## src/rtl/ram_param_clr_pkg.sv

```systemverilog
// ============================================================================
//  Module      : ram_param_clr_pkg
//  Description : Shared word size and clear-sequencer state encoding.
//  Revision    : 1.0 - initial release
// ============================================================================
`default_nettype none

package ram_param_clr_pkg;

    localparam int WORDSIZE = 8;

    localparam logic [0:0] RAMCLR_IDLE  = 1'b0;
    localparam logic [0:0] RAMCLR_CLEAR = 1'b1;

endpackage

`default_nettype wire

```

## src/rtl/ram_clear_seq.sv

```systemverilog
// ============================================================================
//  Module      : ram_clear_seq
//  Description : Walks a pointer over every word, issuing one zero-write per cycle.
//  Revision    : 1.0 - initial release
// ============================================================================
`default_nettype none

module ram_clear_seq
    import ram_param_clr_pkg::*;
#(
    parameter int ADDR_W = 2
) (
    input  logic              clk,
    input  logic              clr_n,
    input  logic              clear_req,
    output logic              busy,
    output logic              clear_done,
    output logic              clr_we,
    output logic [ADDR_W-1:0] clr_addr
);

    logic [0:0]        state_q, state_d;
    logic [ADDR_W-1:0] ptr_q, ptr_d;
    logic              done_q, done_d;

    always_comb begin
        state_d = state_q;
        ptr_d   = ptr_q;
        done_d  = 1'b0;
        if (state_q == RAMCLR_IDLE) begin
            if (clear_req) begin
                state_d = RAMCLR_CLEAR;
                ptr_d   = '0;
            end
        end else begin
            // clear_req is deliberately ignored here: no restart, no extension
            ptr_d = ptr_q + 1'b1;
            if (ptr_q == {ADDR_W{1'b1}}) begin
                state_d = RAMCLR_IDLE;
                done_d  = 1'b1;
            end
        end
    end

    always_ff @(posedge clk or negedge clr_n) begin
        if (!clr_n) begin
            state_q <= RAMCLR_IDLE;
            ptr_q   <= '0;
            done_q  <= 1'b0;
        end else begin
            state_q <= state_d;
            ptr_q   <= ptr_d;
            done_q  <= done_d;
        end
    end

    assign busy       = (state_q == RAMCLR_CLEAR);
    assign clear_done = done_q;
    assign clr_we     = busy;
    assign clr_addr   = ptr_q;

endmodule

`default_nettype wire

```

## src/rtl/ram_param_clr.sv

```systemverilog
// ============================================================================
//  Module      : ram_param_clr
//  Description : 1W/1R register-file RAM with optional registered read and clear.
//  Revision    : 1.0 - initial release
// ============================================================================
`default_nettype none

module ram_param_clr
    import ram_param_clr_pkg::*;
#(
    parameter int DATA_W   = WORDSIZE,
    parameter int ADDR_W   = 2,
    parameter int READ_REG = 0
) (
    input  logic              clk,
    input  logic              clr_n,
    input  logic [DATA_W-1:0] data_in,
    input  logic [ADDR_W-1:0] wr_addr,
    input  logic              write_en,
    output logic              wr_accept,
    input  logic [ADDR_W-1:0] rd_addr,
    input  logic              rd_en,
    output logic [DATA_W-1:0] rd_data,
    output logic              rd_valid,
    input  logic              clear_req,
    output logic              busy,
    output logic              clear_done
);

    localparam int DEPTH = 1 << ADDR_W;

    logic [DATA_W-1:0] mem_q [DEPTH];
    logic [DATA_W-1:0] mem_d [DEPTH];

    logic              w_clr_we;
    logic [ADDR_W-1:0] w_clr_addr;
    logic              w_port_we;
    logic [ADDR_W-1:0] w_port_addr;
    logic [DATA_W-1:0] w_port_data;

    ram_clear_seq #(
        .ADDR_W (ADDR_W)
    ) u_clear_seq (
        .clk        (clk),
        .clr_n      (clr_n),
        .clear_req  (clear_req),
        .busy       (busy),
        .clear_done (clear_done),
        .clr_we     (w_clr_we),
        .clr_addr   (w_clr_addr)
    );

    assign wr_accept = write_en & ~busy & ~clear_req;

    // Single write port: the clear sequencer owns it whenever it is active
    assign w_port_we   = w_clr_we | wr_accept;
    assign w_port_addr = w_clr_we ? w_clr_addr : wr_addr;
    assign w_port_data = w_clr_we ? '0 : data_in;

    always_comb begin
        for (int i = 0; i < DEPTH; i++) begin
            mem_d[i] = mem_q[i];
            if (w_port_we && (w_port_addr == ADDR_W'(i))) begin
                mem_d[i] = w_port_data;
            end
        end
    end

    always_ff @(posedge clk or negedge clr_n) begin
        if (!clr_n) begin
            for (int i = 0; i < DEPTH; i++) begin
                mem_q[i] <= '0;
            end
        end else begin
            for (int i = 0; i < DEPTH; i++) begin
                mem_q[i] <= mem_d[i];
            end
        end
    end

    generate
        if (READ_REG != 0) begin : g_rd_reg
            logic [DATA_W-1:0] rd_data_q, rd_data_d;
            logic              rd_valid_q, rd_valid_d;

            // Reading the next-state array gives write-first bypass for free
            always_comb begin
                rd_data_d  = rd_en ? mem_d[rd_addr] : rd_data_q;
                rd_valid_d = rd_en;
            end

            always_ff @(posedge clk or negedge clr_n) begin
                if (!clr_n) begin
                    rd_data_q  <= '0;
                    rd_valid_q <= 1'b0;
                end else begin
                    rd_data_q  <= rd_data_d;
                    rd_valid_q <= rd_valid_d;
                end
            end

            assign rd_data  = rd_data_q;
            assign rd_valid = rd_valid_q;
        end else begin : g_rd_comb
            logic unused_rd_en;

            assign unused_rd_en = rd_en;
            assign rd_data      = mem_q[rd_addr];
            assign rd_valid     = 1'b1;
        end
    endgenerate

endmodule

`default_nettype wire
```

## config.mk

```make
export PLATFORM = sky130hd
export DESIGN_NAME = ram_param_clr
export DESIGN_NICKNAME = d
export VERILOG_FILES = /design/src/rtl/ram_param_clr_pkg.sv /design/src/rtl/ram_clear_seq.sv /design/src/rtl/ram_param_clr.sv
export SDC_FILE = /design/constraint.sdc
export NUM_CORES = 1
export LEC_CHECK = 0
export ABC_AREA = 1
export ABC_CLOCK_PERIOD_IN_PS = 3060
export BUFFER_PORTS_ARGS = -buffer_cell sky130_fd_sc_hd__buf_4
export CAP_MARGIN = 10
export CELL_PAD_IN_SITES_DETAIL_PLACEMENT = 1
export CELL_PAD_IN_SITES_GLOBAL_PLACEMENT = 1
export CORE_ASPECT_RATIO = 0.8
export CORE_UTILIZATION = 30
export CTS_CLUSTER_DIAMETER = 60
export DETAILED_ROUTE_END_ITERATION = 7
export GPL_TIMING_DRIVEN = 0
export PLACE_DENSITY_LB_ADDON = 0.1
export REMOVE_ABC_BUFFERS = 1
export SYNTH_ARGS = -nofsm -noshare
export SYNTH_HDL_FRONTEND = slang
export SYNTH_HIERARCHICAL = 1
export SYNTH_SLANG_ARGS = --single-unit
```

## constraint.sdc

```tcl
create_clock -name clk -period 3.06 [get_ports clk]
set_input_delay 0.459 -clock clk [delete_from_list [all_inputs] [get_ports clk]]
set_output_delay 0.459 -clock clk [all_outputs]
set_load 0.1 [all_outputs]
```

======== After elaboration in Yosys (flattened, before gate mapping) ========
Index checks and enable logic that the tools add are counted.
storage, ports and cells
  bits in writable memories ............... 0
  latch bits .............................. 0
  ROM bits ................................ 0
  memories kept ........................... 0
  output and inout port bits .............. 12
  bits in registers ....................... 36
  logic and storage cells ................. 37
  bits of input ports ..................... 17
operators by class
  $mul .................................... 0
  equal/unequal tests ..................... 4
  $lt $le $gt $ge ......................... 1
  divide/modulo/power cells ............... 0
  reductions and logical operators ........ 6
  $add $sub $neg .......................... 1
  bitwise gates (word level) .............. 6
  shifts and indexed selects .............. 0
  multiplexer cells ....................... 12
operators with widths
  cell                                                             number
  8-bit two-way mux                                                3
  8-bit binary-select mux with 2-bit select                        1
  2-bit == test, second input constant                             3
  2-bit two-way mux                                                3
  1-bit two-way mux                                                5
  1-bit logical AND                                                4
  3-bit >= comparator, second input constant                       1
  2-bit NOT with 3-bit output                                      1
  2-bit by 1-bit adder with 2-bit output, second input constant    1
  1-bit AND                                                        2
  2-bit by 1-bit == test with 1-bit output, second input constant  1
  2-bit logical NOT                                                1
  1-bit NOT                                                        2
  2-bit nonzero test                                               1
  1-bit OR                                                         1

======== Longest topological paths before layout ========
  depth in word-level cells ............... 5
  depth in mapped cells ................... 8
  gate-level depth less buffers ........... 7

======== Cells and area by module ========
Netlist, hierarchy kept.
modules (own cells, without submodules)
  module         cells an instance  area each (µm²)  instances
  ram_param_clr  224                1,726.7          1
  ram_clear_seq  17                 163.9            1

======== Worst setup path after synthesis ========
Ideal clock, no wire load.
  path type ............................... input -> output
  start point ............................. in rd_addr[0]
  end point ............................... out rd_data[0]
  path slack .............................. 0.293 ns
  path buffers ............................ 1
  data arrival time ....................... 2.308 ns
  stages on the path ...................... 4
  required time ........................... 2.601 ns
  cell sequence ........................... inv_1 buf_2 o21ai_0 o22ai_1
on the way
  word-level cells in the longest chain between the ends .. 4
RTL lines
  what                                                   RTL line              source
  from (decl)                                            ram_param_clr.sv:21   input logic [ADDR_W-1:0] rd_addr,
  2-bit NOT with 3-bit output (not written as such)      ram_param_clr.sv:108  assign rd_data = mem_q[rd_addr];
  8-bit binary-select mux with 2-bit select              ram_param_clr.sv:108
  8-bit two-way mux (not written as such) (2 in series)  ram_param_clr.sv:108
  to (decl)                                              ram_param_clr.sv:23   output logic [DATA_W-1:0] rd_data,
Every way passes these cells. The select of a mux whose other input is x is not followed.

======== Final worst setup path ========
  start point ............................. in rd_addr[0]
  end point ............................... out rd_data[7]
The elaborated chain is that of the path after synthesis.

==> reports/metrics.yaml <==
die_height_um: 73.0
cts-root-buf: "clkbuf_8"
place_inst: 340
clkTransAtPathRegs_ns: 0.07
dieArea_um2: 6630
insertion_delay_ns: 0.29
synth_cell_type_count: 18
relSlewSlack_pct: 50.7
postCtsSetupBuffers: 0
diodes: 0
hold_ws_ns: 0.130
grt_pass1_vias: 1852
period_share_pct: 72.6
drt_wl_total_um: 5330
peakVddDrop_mv: 0.354
rr_startpoint: "u_clear_seq/busy"
worst_slew_pin_slew_ns: 0.739
grt.total_usage_pct: 18.8
hold_buffers: 0
drt_iter0_drc: 43
drc_errors: 0
area_growth_pct: 17.3
die_width_um: 90.8
clockBufferDepth: 2
power_density_nw_per_um2: 1100
synth_area_per_cell_um2: 7.84
seq_area_frac_synth_pct: 47.7
dp_hpwl_um: 3480
yosys-top-cells-area: "dfrtp_1 48%, nand2_1 15%, nand3_1 8.7%, nor2_1 5.0%, o21ai_0 4.2%"
yosys_warnings: 6
start_util_pct: 31.5
cts_resized: 0
fillers: 766
routedWlPerCell_um: 15.4
leakagePower_uw: 0.00122
outcome: "complete, no violations"
endpoint_kind: "primary output"
hold_violations: 0
vias: 1618
arrival_ns: 1.76
yosys_register_bits: 36
nets: 284
synthesis.instances: 241
place.gp.congestion: 0.751
clock_sinks: 36
cap_violations: 0
totalPowerFinal_uw: 2440
slew_viol_final: 0
fmax_mhz: 450
tns_ns: 0
path_class: "input pin to primary output"
fin_cells: 347
post-synth-top-area-cell: "dfrtp_1"
reg2reg_slack_ns: 1.02
rows: 25
core_um2: 6010
synth_area_um2: 1890
synth_top_area_share_pct: 47.7
vias_per_cell: 4.66
cts_tree: "yes"
ios: 29
layout_min_cycle_time_ns: 2.22
ctsHtreeMaxLevel: 2
grt_max_degree: 37
critPathLaunchType: "input pin"
layout_commonest_cell: "nand2_1"
drive_gt1_share_pct: 18.0
port_buffers: 26
min_path_type: "input pin to async pin"
cp-startpoint: "rd_addr[0]"
grt_pass1_wl_um: 9350
crit_fanout: 17
layout_common_cells: "78 x nand2_1, 36 x dfrtp_1, 33 x nand3_1, 26 x buf_4, 25 x nor2_1"
numCtsBuffers: 5
rsz0062_at_grt: "false"
antenna_found_initial: 0
drt-pass1-iter-count: 4
worst_clock_skew_ns: 0.00659
antenna_left: 0
worstPathRequired_ns: 2.60
finalSetupViolCount: 0
gr-total-overflow: 0
[path summary, 6_finish.rpt]
kind	depth (start not counted)	endpoint
setup / recovery	5	rd_data[7]
hold / removal	1	mem_q[0]
setup reg to reg	5	mem_q[4]
hold reg to reg	2	mem_q[19]
max in group asynchronous	1	mem_q[23]
min in group clk	4	u_clear_seq/clr_addr[0]
[flip-flops by register name (all words and copies together), names as in the netlist]
signal / flops
mem_q: 32
u_clear_seq/clr_addr: 2
u_clear_seq/clear_done: 1
u_clear_seq/busy: 1
[Yosys cell counts]
| cell type | instances |
|---|---|
| o22ai_1 | 8 |
| ha_1 | 1 |
| nand2_1 | 78 |
| nand2_4 | 5 |
| buf_4 | 3 |
| buf_2 | 5 |
| nand3_1 | 33 |
| nor2_8 | 3 |
| nor2_2 | 1 |
| o21ai_0 | 16 |
| inv_2 | 1 |
| inv_1 | 19 |
| nor2_1 | 25 |
| nand2_2 | 4 |
| dfrtp_1 | 36 |
| nand3_2 | 1 |
| nor2_4 | 1 |
| conb_1 | 1 |
[metal layers]
| layer | vias up | wire, µm | GRT usage (%) |
|---|---|---|---|
| met5 | - | 0 | 0 |
| met4 | 0 | 72 | 6.09 |
| met3 | 7 | 131 | 3.75 |
| met2 | 19 | 2500 | 31.9 |
| met1 | 772 | 2630 | 24.3 |
| li1 | 820 | - | - |
[worst max-delay path, cell delays in order]
cell and delay [ns]:
buf_4 0.18, inv_1 0.40, o21ai_0 0.16, o22ai_1 0.21, buf_4 0.34
[power breakdown]
| part | internal, µW | switching [µW] | leakage (µW) | total, µW |
|---|---|---|---|---|
| Clock | 155 | 170 | 0.0000410 | 324 |
| Sequential | 687 | 145 | 0.000479 | 832 |
| Combinational | 322 | 965 | 0.000705 | 1290 |
[cells by family (layout without fill, tap and decap cells)]
kind of cell	Yosys count	count (layout)	share of synthesized area, %
and+or+nand+nor	151	151	38.1
DFF	36	36	47.7
buffers and inverters	28	53	6.49
AOI/OAI and AO/OA	24	24	6.88
adders and majority gates	1	1	0.662
other	1	1	0.198
[through the flow]
step           setup WS, ns  util [%]  area, µm²
2_1_floorplan         0.325         -       1840
4_1_cts               0.804      36.9       2220
3_3_place_gp          0.842      35.6       2140
5_1_grt               0.750      36.9       2220
3_5_place_dp          0.858      35.6       2140
6_report              0.839      36.9       2220
[cell type report]
type	instances	area (µm²)	area share [%]
Sequential cell	36	901	40.6
Multi-Input combinational cell	177	867	39.1
Timing Repair Buffer	26	195	8.80
Tap cell	81	101	4.57
Inverter	20	75.1	3.39
Clock buffer	6	72.6	3.27
Clock inverter	1	5.00	0.226
Note: power is estimated with default switching activity, not from simulation.
